## src/rtl/adder_tree_acc_ctrl_if.sv

```systemverilog
// Handshake bundle between the reduction controller, the stream front-end,
// the external adder tree and the result consumer (ADDER_TREE_ACC_CTRL_PERF_EN adds perf counters).
interface adder_tree_acc_ctrl_if #(
    parameter int SUM_W     = 16,
    parameter int MAX_BEATS = 256
);
    localparam int BEAT_CNT_W = $clog2(MAX_BEATS + 1);
    localparam int ACC_W      = SUM_W + $clog2(MAX_BEATS);

    logic                  cfg_valid_i;
    logic                  cfg_ready_o;
    logic [BEAT_CNT_W-1:0] cfg_beats_i;
    logic                  cfg_signed_i;
    logic                  in_valid_i;
    logic                  in_ready_o;
    logic                  tree_launch_o;
    logic                  tree_sign_unsign_no;
    logic [SUM_W-1:0]      tree_sum_i;
    logic                  out_valid_o;
    logic                  out_ready_i;
    logic [ACC_W-1:0]      out_result_o;
    logic                  busy_o;
`ifdef ADDER_TREE_ACC_CTRL_PERF_EN
    logic [31:0]           perf_busy_cycles_o;
    logic [31:0]           perf_stall_cycles_o;
`endif

    // Controller side.
    modport slave (
        input  cfg_valid_i, cfg_beats_i, cfg_signed_i, in_valid_i, tree_sum_i, out_ready_i,
        output cfg_ready_o, in_ready_o, tree_launch_o, tree_sign_unsign_no,
               out_valid_o, out_result_o, busy_o
`ifdef ADDER_TREE_ACC_CTRL_PERF_EN
        , output perf_busy_cycles_o, perf_stall_cycles_o
`endif
    );

    // Environment side: front-end, tree and consumer.
    modport master (
        output cfg_valid_i, cfg_beats_i, cfg_signed_i, in_valid_i, tree_sum_i, out_ready_i,
        input  cfg_ready_o, in_ready_o, tree_launch_o, tree_sign_unsign_no,
               out_valid_o, out_result_o, busy_o
`ifdef ADDER_TREE_ACC_CTRL_PERF_EN
        , input perf_busy_cycles_o, perf_stall_cycles_o
`endif
    );
endinterface

```

## src/rtl/adder_tree_acc_ctrl.sv

```systemverilog
// Multi-beat reduction sequencer around a fixed-latency, non-stallable adder tree.
// Optional ADDER_TREE_ACC_CTRL_PERF_EN adds saturating busy/stall cycle counters.
module adder_tree_acc_ctrl #(
    parameter int SUM_W     = 16,
    parameter int TREE_LAT  = 2,
    parameter int MAX_BEATS = 256
) (
    input logic                  clk_i,
    input logic                  rst_i,
    adder_tree_acc_ctrl_if.slave bus
);
    localparam int BEAT_CNT_W = $clog2(MAX_BEATS + 1);
    localparam int ACC_W      = SUM_W + $clog2(MAX_BEATS);
    localparam logic [BEAT_CNT_W-1:0] ONE = BEAT_CNT_W'(1);

    typedef enum logic [1:0] {IDLE, RUN, DRAIN, DONE} state_e;

    state_e                state_q, state_d;
    logic [BEAT_CNT_W-1:0] beats_q, launched_q, retired_q;
    logic                  signed_q;
    logic [ACC_W-1:0]      acc_q;
    logic [ACC_W-1:0]      sum_ext;
    logic                  cfg_rdy, in_rdy, out_vld;
    logic                  launch, retire_raw, retire, last_launch, last_retire;

    assign launch      = bus.in_valid_i & in_rdy;
    assign retire      = retire_raw & ((state_q == RUN) | (state_q == DRAIN));
    assign last_launch = launch & ((launched_q + ONE) == beats_q);
    assign last_retire = retire & ((retired_q + ONE) == beats_q);
    assign sum_ext     = signed_q ? {{(ACC_W-SUM_W){bus.tree_sum_i[SUM_W-1]}}, bus.tree_sum_i}
                                  : {{(ACC_W-SUM_W){1'b0}}, bus.tree_sum_i};

    always_ff @(posedge clk_i) begin
        if (rst_i) state_q <= IDLE;
        else       state_q <= state_d;
    end

    always_comb begin
        state_d = state_q;
        cfg_rdy = 1'b0;
        in_rdy  = 1'b0;
        out_vld = 1'b0;
        case (state_q)
            IDLE: begin
                cfg_rdy = 1'b1;
                if (bus.cfg_valid_i)
                    state_d = (bus.cfg_beats_i == '0) ? DONE : RUN;
            end
            RUN: begin
                in_rdy = (launched_q < beats_q);
                // A combinational tree retires the last beat in its launch cycle.
                if (last_launch)
                    state_d = (TREE_LAT == 0) ? DONE : DRAIN;
            end
            DRAIN: begin
                if (last_retire) state_d = DONE;
            end
            DONE: begin
                out_vld = 1'b1;
                if (bus.out_ready_i) state_d = IDLE;
            end
            default: state_d = IDLE;
        endcase
    end

    always_ff @(posedge clk_i) begin
        if (rst_i) begin
            beats_q    <= '0;
            launched_q <= '0;
            retired_q  <= '0;
            signed_q   <= 1'b0;
            acc_q      <= '0;
        end else if (cfg_rdy && bus.cfg_valid_i) begin
            beats_q    <= bus.cfg_beats_i;
            signed_q   <= bus.cfg_signed_i;
            launched_q <= '0;
            retired_q  <= '0;
            acc_q      <= '0;
        end else begin
            if (launch) launched_q <= launched_q + ONE;
            if (retire) begin
                retired_q <= retired_q + ONE;
                acc_q     <= acc_q + sum_ext;
            end
        end
    end

    // Launch marker travels alongside the beat so its sum is picked up exactly TREE_LAT later.
    generate
        if (TREE_LAT == 0) begin : g_comb
            assign retire_raw = launch;
        end else if (TREE_LAT == 1) begin : g_pipe1
            logic vld_pipe;
            always_ff @(posedge clk_i) begin
                if (rst_i) vld_pipe <= 1'b0;
                else       vld_pipe <= launch;
            end
            assign retire_raw = vld_pipe;
        end else begin : g_pipe
            logic [TREE_LAT-1:0] vld_pipe;
            always_ff @(posedge clk_i) begin
                if (rst_i) vld_pipe <= '0;
                else       vld_pipe <= {vld_pipe[TREE_LAT-2:0], launch};
            end
            assign retire_raw = vld_pipe[TREE_LAT-1];
        end
    endgenerate

    assign bus.cfg_ready_o         = cfg_rdy;
    assign bus.in_ready_o          = in_rdy;
    assign bus.tree_launch_o       = launch;
    assign bus.tree_sign_unsign_no = signed_q;
    assign bus.out_valid_o         = out_vld;
    assign bus.out_result_o        = acc_q;
    assign bus.busy_o              = (state_q != IDLE);

`ifdef ADDER_TREE_ACC_CTRL_PERF_EN
    logic [31:0] busy_cyc_q, stall_cyc_q;
    logic        stall;

    assign stall = ((state_q == RUN) & in_rdy & ~bus.in_valid_i) |
                   ((state_q == DONE) & ~bus.out_ready_i);

    always_ff @(posedge clk_i) begin
        if (rst_i) begin
            busy_cyc_q  <= '0;
            stall_cyc_q <= '0;
        end else begin
            if ((state_q != IDLE) && (busy_cyc_q != '1)) busy_cyc_q  <= busy_cyc_q + 32'd1;
            if (stall && (stall_cyc_q != '1))            stall_cyc_q <= stall_cyc_q + 32'd1;
        end
    end

    assign bus.perf_busy_cycles_o  = busy_cyc_q;
    assign bus.perf_stall_cycles_o = stall_cyc_q;
`else
    // Default build carries no performance counters.
`endif

`ifndef SYNTHESIS
    a_cfg_beats: assert property (@(posedge clk_i) disable iff (rst_i)
        (cfg_rdy && bus.cfg_valid_i) |-> (bus.cfg_beats_i <= BEAT_CNT_W'(MAX_BEATS)));
    a_out_stable: assert property (@(posedge clk_i) disable iff (rst_i)
        (out_vld && !bus.out_ready_i) |=> $stable(acc_q));
`endif
endmodule

```

## src/flat_wrapper.sv

```systemverilog
// flat-port wrapper written by rule: the top's interface ports become plain ports
module adder_tree_acc_ctrl_flat 
#(
    parameter int SUM_W     = 16,
    parameter int TREE_LAT  = 2,
    parameter int MAX_BEATS = 256
)
  (clk_i, rst_i, bus_cfg_valid_i, bus_cfg_beats_i, bus_cfg_signed_i, bus_in_valid_i, bus_tree_sum_i, bus_out_ready_i, bus_cfg_ready_o, bus_in_ready_o, bus_tree_launch_o, bus_tree_sign_unsign_no, bus_out_valid_o, bus_out_result_o, bus_busy_o);
  adder_tree_acc_ctrl_if #(.SUM_W(SUM_W), .MAX_BEATS(MAX_BEATS)) bus_i ();
  input logic clk_i;
  input logic rst_i;
  input wire logic [$bits(bus_i.cfg_valid_i)-1:0] bus_cfg_valid_i;
  input wire logic [$bits(bus_i.cfg_beats_i)-1:0] bus_cfg_beats_i;
  input wire logic [$bits(bus_i.cfg_signed_i)-1:0] bus_cfg_signed_i;
  input wire logic [$bits(bus_i.in_valid_i)-1:0] bus_in_valid_i;
  input wire logic [$bits(bus_i.tree_sum_i)-1:0] bus_tree_sum_i;
  input wire logic [$bits(bus_i.out_ready_i)-1:0] bus_out_ready_i;
  output wire logic [$bits(bus_i.cfg_ready_o)-1:0] bus_cfg_ready_o;
  output wire logic [$bits(bus_i.in_ready_o)-1:0] bus_in_ready_o;
  output wire logic [$bits(bus_i.tree_launch_o)-1:0] bus_tree_launch_o;
  output wire logic [$bits(bus_i.tree_sign_unsign_no)-1:0] bus_tree_sign_unsign_no;
  output wire logic [$bits(bus_i.out_valid_o)-1:0] bus_out_valid_o;
  output wire logic [$bits(bus_i.out_result_o)-1:0] bus_out_result_o;
  output wire logic [$bits(bus_i.busy_o)-1:0] bus_busy_o;
  assign bus_i.cfg_valid_i = bus_cfg_valid_i;
  assign bus_i.cfg_beats_i = bus_cfg_beats_i;
  assign bus_i.cfg_signed_i = bus_cfg_signed_i;
  assign bus_i.in_valid_i = bus_in_valid_i;
  assign bus_i.tree_sum_i = bus_tree_sum_i;
  assign bus_i.out_ready_i = bus_out_ready_i;
  assign bus_cfg_ready_o = bus_i.cfg_ready_o;
  assign bus_in_ready_o = bus_i.in_ready_o;
  assign bus_tree_launch_o = bus_i.tree_launch_o;
  assign bus_tree_sign_unsign_no = bus_i.tree_sign_unsign_no;
  assign bus_out_valid_o = bus_i.out_valid_o;
  assign bus_out_result_o = bus_i.out_result_o;
  assign bus_busy_o = bus_i.busy_o;
  adder_tree_acc_ctrl #(.SUM_W(SUM_W), .TREE_LAT(TREE_LAT), .MAX_BEATS(MAX_BEATS)) u_core (.clk_i(clk_i), .rst_i(rst_i), .bus(bus_i));
endmodule
```

## config.mk

```make
export PLATFORM = sky130hd
export DESIGN_NAME = adder_tree_acc_ctrl_flat
export DESIGN_NICKNAME = d
export VERILOG_FILES = /design/src/rtl/adder_tree_acc_ctrl_if.sv /design/src/rtl/adder_tree_acc_ctrl.sv /design/src/flat_wrapper.sv
export SDC_FILE = /design/constraint.sdc
export NUM_CORES = 1
export LEC_CHECK = 0
export ABC_AREA = 1
export BUFFER_PORTS_ARGS = -buffer_cell sky130_fd_sc_hd__buf_2
export CORE_MARGIN = 4
export CORE_UTILIZATION = 56
export CTS_BUF_LIST = sky130_fd_sc_hd__clkbuf_4
export DETAILED_ROUTE_END_ITERATION = 16
export PLACE_DENSITY = 0.83
export SYNTH_ARGS = -nofsm -noshare
export SYNTH_HDL_FRONTEND = slang
export SYNTH_SLANG_ARGS = --single-unit
```

## constraint.sdc

```tcl
create_clock -name clk_i -period 3.9 [get_ports clk_i]
set_clock_uncertainty 0.2 [all_clocks]
set_input_delay 0.78 -clock clk_i [delete_from_list [all_inputs] [get_ports clk_i]]
set_output_delay 0.78 -clock clk_i [all_outputs]
set_load 0.05 [all_outputs]
```

* Yosys cells after proc, flatten, opt, wreduce, memory -nomap -nowiden
Index checks and enable logic that the tools add are counted.
Word-level totals: bits in registers 56, logic and storage cells 41, output and inout bits 30
Cells by class: $add $sub $neg 3, reductions and logical operators 6, eq/ne operators 9, bitwise operators 5, magnitude comparators 1, mux-type cells 10
Operator list (count):
- $add A24 B24 Y24 | 1
- $mux W24 | 1
- $add A9 B1 Y9 const B | 2
- $eq A9 B9 Y1 | 2
- $mux W2 | 5
- $logic_not A9 Y1 | 1
- $lt A9 B9 Y1 | 1
- $pmux W2 S4 | 1
- $and A1 B1 Y1 | 4
- $eq A2 B2 Y1 const B | 2
- $ne A2 B1 Y1 const B | 2
- $ne A2 B2 Y1 const B | 2
- $reduce_and A4 Y1 | 1
- $mux W1 | 3
- $eq A2 B1 Y1 const B | 1
- $logic_not A2 Y1 | 1
- $reduce_bool A2 Y1 | 1
- $reduce_or A2 Y1 | 1
- $logic_and A1 B1 Y1 | 1
- $or A1 B1 Y1 | 1

* Depth between registers and ports, before layout
depth in word-level cells 6, depth in mapped cells 17

* Worst setup path before layout
OpenSTA, ideal clock, no wires.
path type input port to flip-flop, start in bus_tree_sum_i[0], end reg u_core.acc_q[16] (netlist: u_core.bus.out_result_o[16]), arrival 2357 ps, path buffers 0, library setup time 109 ps, stages 12, required time 3591 ps, setup slack 1234 ps, cell sequence ha_1 > fa_1 > nand3_1 > nand3_1 > a21boi_1 > o21ai_1 > nand3_1 > nand3_1 > a21oi_1 > o21ai_1 > nand2_1 > inv_1
Between the ends: longest elaborated chain between the ends 2
Ends and longest elaborated chain:
- start: declaration | line flat_wrapper.sv:16 | input wire logic [$bits(bus_i.tree_sum_i)-1:0] bus_tree_sum_i;
- $mux W24 | line adder_tree_acc_ctrl.sv:30 | assign sum_ext = signed_q ? {{(ACC_W-SUM_W){bus.tree_sum_i[SUM_W-1]}}, bus.tree_sum_i}
- $add A24 B24 Y24 | line adder_tree_acc_ctrl.sv:83 | acc_q <= acc_q + sum_ext;
- end signal: assignment | line adder_tree_acc_ctrl.sv:83
- end: declaration | line adder_tree_acc_ctrl.sv:21 | logic [ACC_W-1:0] acc_q;
No other way between the ends. A chain may end at the register's enable or synchronous reset.

* Worst setup path after layout
start reg u_core.launched_q[4], end out bus_tree_launch_o
Between the ends: longest elaborated chain between the ends 3
Ends and longest elaborated chain:
- start: declaration | line adder_tree_acc_ctrl.sv:19 | logic [BEAT_CNT_W-1:0] beats_q, launched_q, retired_q;
- start signal: assignment | line adder_tree_acc_ctrl.sv:80 | if (launch) launched_q <= launched_q + ONE;
- $lt A9 B9 Y1 | line adder_tree_acc_ctrl.sv:50 | in_rdy = (launched_q < beats_q);
- $mux W1 | line adder_tree_acc_ctrl.sv:43 | case (state_q)
- $and A1 B1 Y1 | line adder_tree_acc_ctrl.sv:26 | assign launch = bus.in_valid_i & in_rdy;
- end: declaration | line flat_wrapper.sv:20 | output wire logic [$bits(bus_i.tree_launch_o)-1:0] bus_tree_launch_o;
No other way between the ends.

==> run_results.csv <==
group,metric,value,unit
yosys,synth.area.top_cells,"dfxtp_1, nand2_1, ha_1, inv_1, nor2_1",
setup_path,cp_data_required_time,2.92,ns
grt,track_usage,25.52,%
floorplan,ioPinCount,61,
grt,grt_max_degree,43,
power_and_ir_drop,swShare,43.67,%
sta,period_share,85.93,%
yosys,yosysTopAreaCellShare,26.02,%
setup_path,crit_fanout,16,
floorplan,coreArea,7370,sq um
final_layout,final_cells,832,
sta,fin_setup_tns,0,ns
setup_path,r2r_end,"u_core.bus.out_result_o[11]",
hold_path,hold_path.class,"reg2reg",
route,route.detailed.drc,0,
yosys,synth_nets,747,
power_and_ir_drop,pwr-share-seq,39.6,%
setup_path,rrSetupSlack,1.22,ns
sta,slew_violations,0,
power_and_ir_drop,p_switching,0.0007812,W
yosys,ys_warn_count,0,
grt,grt_pass1_wl,18.80,mm
power_and_ir_drop,ir_drop,0.3337,mV
sta,tightest_slew,0.7925,ns
setup_path,max_stage_delay,0.57,ns
yosys,ys_types,36,
hold_path,hold_start,"u_core.g_pipe.vld_pipe[0]",
setup_path,crit_path_top_delay_cell,"dfxtp_1",
setup_path,startpoint,"u_core.launched_q[4]",
final_layout,seqCellArea,1121,sq um
place,placed_cell_area,4707,sq um
final_layout,design_area,4775,sq um
yosys,ys_seq_elements,56,
place,gp_congestion,0.9153,
clocking,cts.hold.buffers_added,0,
grt,grt_pass1_vias,4324,
route,routedWlPerCell,13.36,um
power_and_ir_drop,p_int,0.001008,W
final_layout,nFillCells,702,
place,dpl.hpwl,8.742,mm
final_layout,finalNetCount,804,
setup_path,path_class,"reg2out",
floorplan,dieArea,9159,sq um
yosys,synthCells,677,
setup_path,setup.worst_path.end_class,"primary output",
clocking,cts_tree,"done",
setup_path,arrival,2.37,ns
yosys,synth_area_leader_cell,"dfxtp_1",
grt,antenna_found_initial,0,
final_layout,multi_input_area,2768,sq um
clocking,cts.sink_count,56,
sta,final-hold-violation-count,0,
floorplan,start_util,58.46,%
floorplan,rows,31,
clocking,cts_inserted_buffers,5,
sta,worst_hold_slack,0.2200,ns
sta,setup_viol,0,
route,drt_pre_antenna_iters,4,
clocking,clkTransAtPathRegs,0.16,ns
floorplan,die_h,95.71,um
grt,grt.overflow.total,0,
power_and_ir_drop,pwr-share-clk,17.6,%
power_and_ir_drop,power_frac_comb,42.8,%
final_layout,diodes,0,
floorplan,die_x,95.71,um
sta,slew_headroom,47.11,%
route,drt-initial-drc-count,194,
flow_run,max_cap_violations,0,
clocking,cts_max_level,2,
place,io_buffers,60,
status,outcome,"completed",
clocking,cts_setup_buffers,0,
power_and_ir_drop,power_density,374.6,nW/um^2
setup_path,cp_cell_sequence,"ha_1, a21oi_1, o21ai_0, nand2_1, nand4_1, nor2_1, buf_4, buf_2",
setup_path,crit_end,"bus_tree_launch_o",
place,place_inst,826,
final_layout,drive_gt1_share,12.96,%
yosys,synthesis.area,4308,sq um
sta,rsz0062_at_grt,"no",
setup_path,r2r-start,"u_core.state_q[0]",
setup_path,cp-start-kind,"register",
route,viasPerCell,5.475,
final_layout,synthToLayoutAreaGrowth,10.83,%
route,ant_nets,0,
route,wirelength,11.12,mm
clocking,cts-root-buf,"clkbuf_4",
yosys,ys_seq_area_share,26.02,%
power_and_ir_drop,power_leakage,2.420,nW
clocking,clk_path_buf_depth,2,
clocking,clk_latency,0.38,ns
sta,fmax,298.4,MHz
sta,fin_crit,3.351,ns
route,num_vias,4555,
setup_path,reg2reg_depth,10,
yosys,syn_area_per_cell,6.363,sq um
final_layout,final_util,64.79,%
clocking,post_cts_resized,0,
[layer usage]
metal	global-route usage (%)	up-vias	wire, um
li1	-	2334	-
met1	29.50	2075	4746
met2	48.47	133	5598
met3	3.206	13	629
met4	7.701	0	143
met5	0	-	0
[worst max-delay path: cells and delay by family, from the launching register on]
kind | cells | cell delay, ns
AOI/OAI and AO/OA | 2 | 0.25
adders and majority gates | 1 | 0.31
buffers and inverters | 2 | 0.51
and+or+nand+nor | 3 | 0.34
DFF | 1 | 0.57
[worst min path at each step]
stage,cells after the start,end
global placement,2,u_core.g_pipe.vld_pipe[1]
floorplan,2,u_core.g_pipe.vld_pipe[1]
CTS,2,u_core.g_pipe.vld_pipe[1]
global route,2,u_core.g_pipe.vld_pipe[1]
detailed placement,2,u_core.g_pipe.vld_pipe[1]
finish,2,u_core.g_pipe.vld_pipe[1]
[per-stage QoR]
stage | power, W | setup slack [ns]
6_report | 0.001789 | 0.5487
5_1_grt | 0.001922 | 0.3514
4_1_cts | 0.001791 | 0.5624
3_5_place_dp | 0.001482 | 0.9157
3_3_place_gp | 0.001454 | 0.9754
2_1_floorplan | 0.001287 | 1.234
[flip-flops by register name (all words and copies together) (netlist names)]
| signal | flops |
|---|---|
| u_core.beats_q | 9 |
| u_core.g_pipe.vld_pipe | 2 |
| u_core.bus.tree_sign_unsign_no | 1 |
| u_core.retired_q | 9 |
| u_core.bus.out_result_o | 24 |
| u_core.launched_q | 9 |
| u_core.state_q | 2 |
[cells in the mapped netlist]
cell and count:
fa_1 1, buf_2 2, o21ai_1 5, o22ai_1 1, o21bai_1 2, a21oi_1 53, nor2_4 2, o21ai_2 1
nand3_1 53, a221oi_1 3, dfxtp_1 56, a21oi_2 2, nand2_2 7, nand3b_1 3, a211oi_1 2, ha_1 38
nand3_2 3, xor2_1 8, nor2_1 90, nand4_1 13, nor4_1 5, clkbuf_1 12, o21a_1 4, a31oi_1 1
inv_2 3, xnor2_1 6, inv_1 94, o211ai_1 6, a21o_1 2, a21boi_1 1, o21ai_0 47, a32oi_1 1
and2_4 1, nor3_1 4, nand2_1 139, nor2_2 6
[power groups by stage]
stage / Combinational [W] / Sequential, W / Clock [W]
2_1_floorplan: 0.000560 / 0.000727 / 0
3_3_place_gp: 0.000737 / 0.000717 / 0
3_5_place_dp: 0.000762 / 0.000720 / 0
4_1_cts: 0.000764 / 0.000707 / 0.000320
5_1_grt: 0.000862 / 0.000720 / 0.000340
6_report: 0.000765 / 0.000708 / 0.000316
[cell usage in the layout (no fill, tap or decap), types with 2 or more instances in the layout]
cell / n
o21ai_1: 5
xnor2_1: 6
inv_2: 3
buf_2: 60
a21oi_1: 53
o21a_1: 4
o21bai_1: 2
nor3_1: 4
nand3_2: 3
nand4_1: 13
clkbuf_4: 5
a221oi_1: 3
a21o_1: 2
dfxtp_1: 56
nand2_1: 139
nand3_1: 53
buf_4: 4
nor2_4: 2
nor4_1: 5
inv_1: 94
nor2_2: 6
nor2_1: 90
a211oi_1: 2
o211ai_1: 6
o21ai_0: 47
a21oi_2: 2
nand3b_1: 3
nand2_2: 7
xor2_1: 8
ha_1: 38
[cells by family after synthesis]
kind of cell	synth area share, %
DFF	26.02
AOI/OAI and AO/OA	16.87
adders and majority gates	11.50
xor gates and xnor gates	2.846
and+or+nand+nor	33.02
buffers and inverters	9.730
[area by class of cell]
class	count	area share, %
sequential	56	23.48
multi-input combinational	510	57.97
clock buffer	5	0.7862
inverter	97	7.626
tap	99	2.594
clock inverter	1	0.6289
timing repair buffer	64	6.918
No activity file was read; power rests on OpenSTA's default activity.
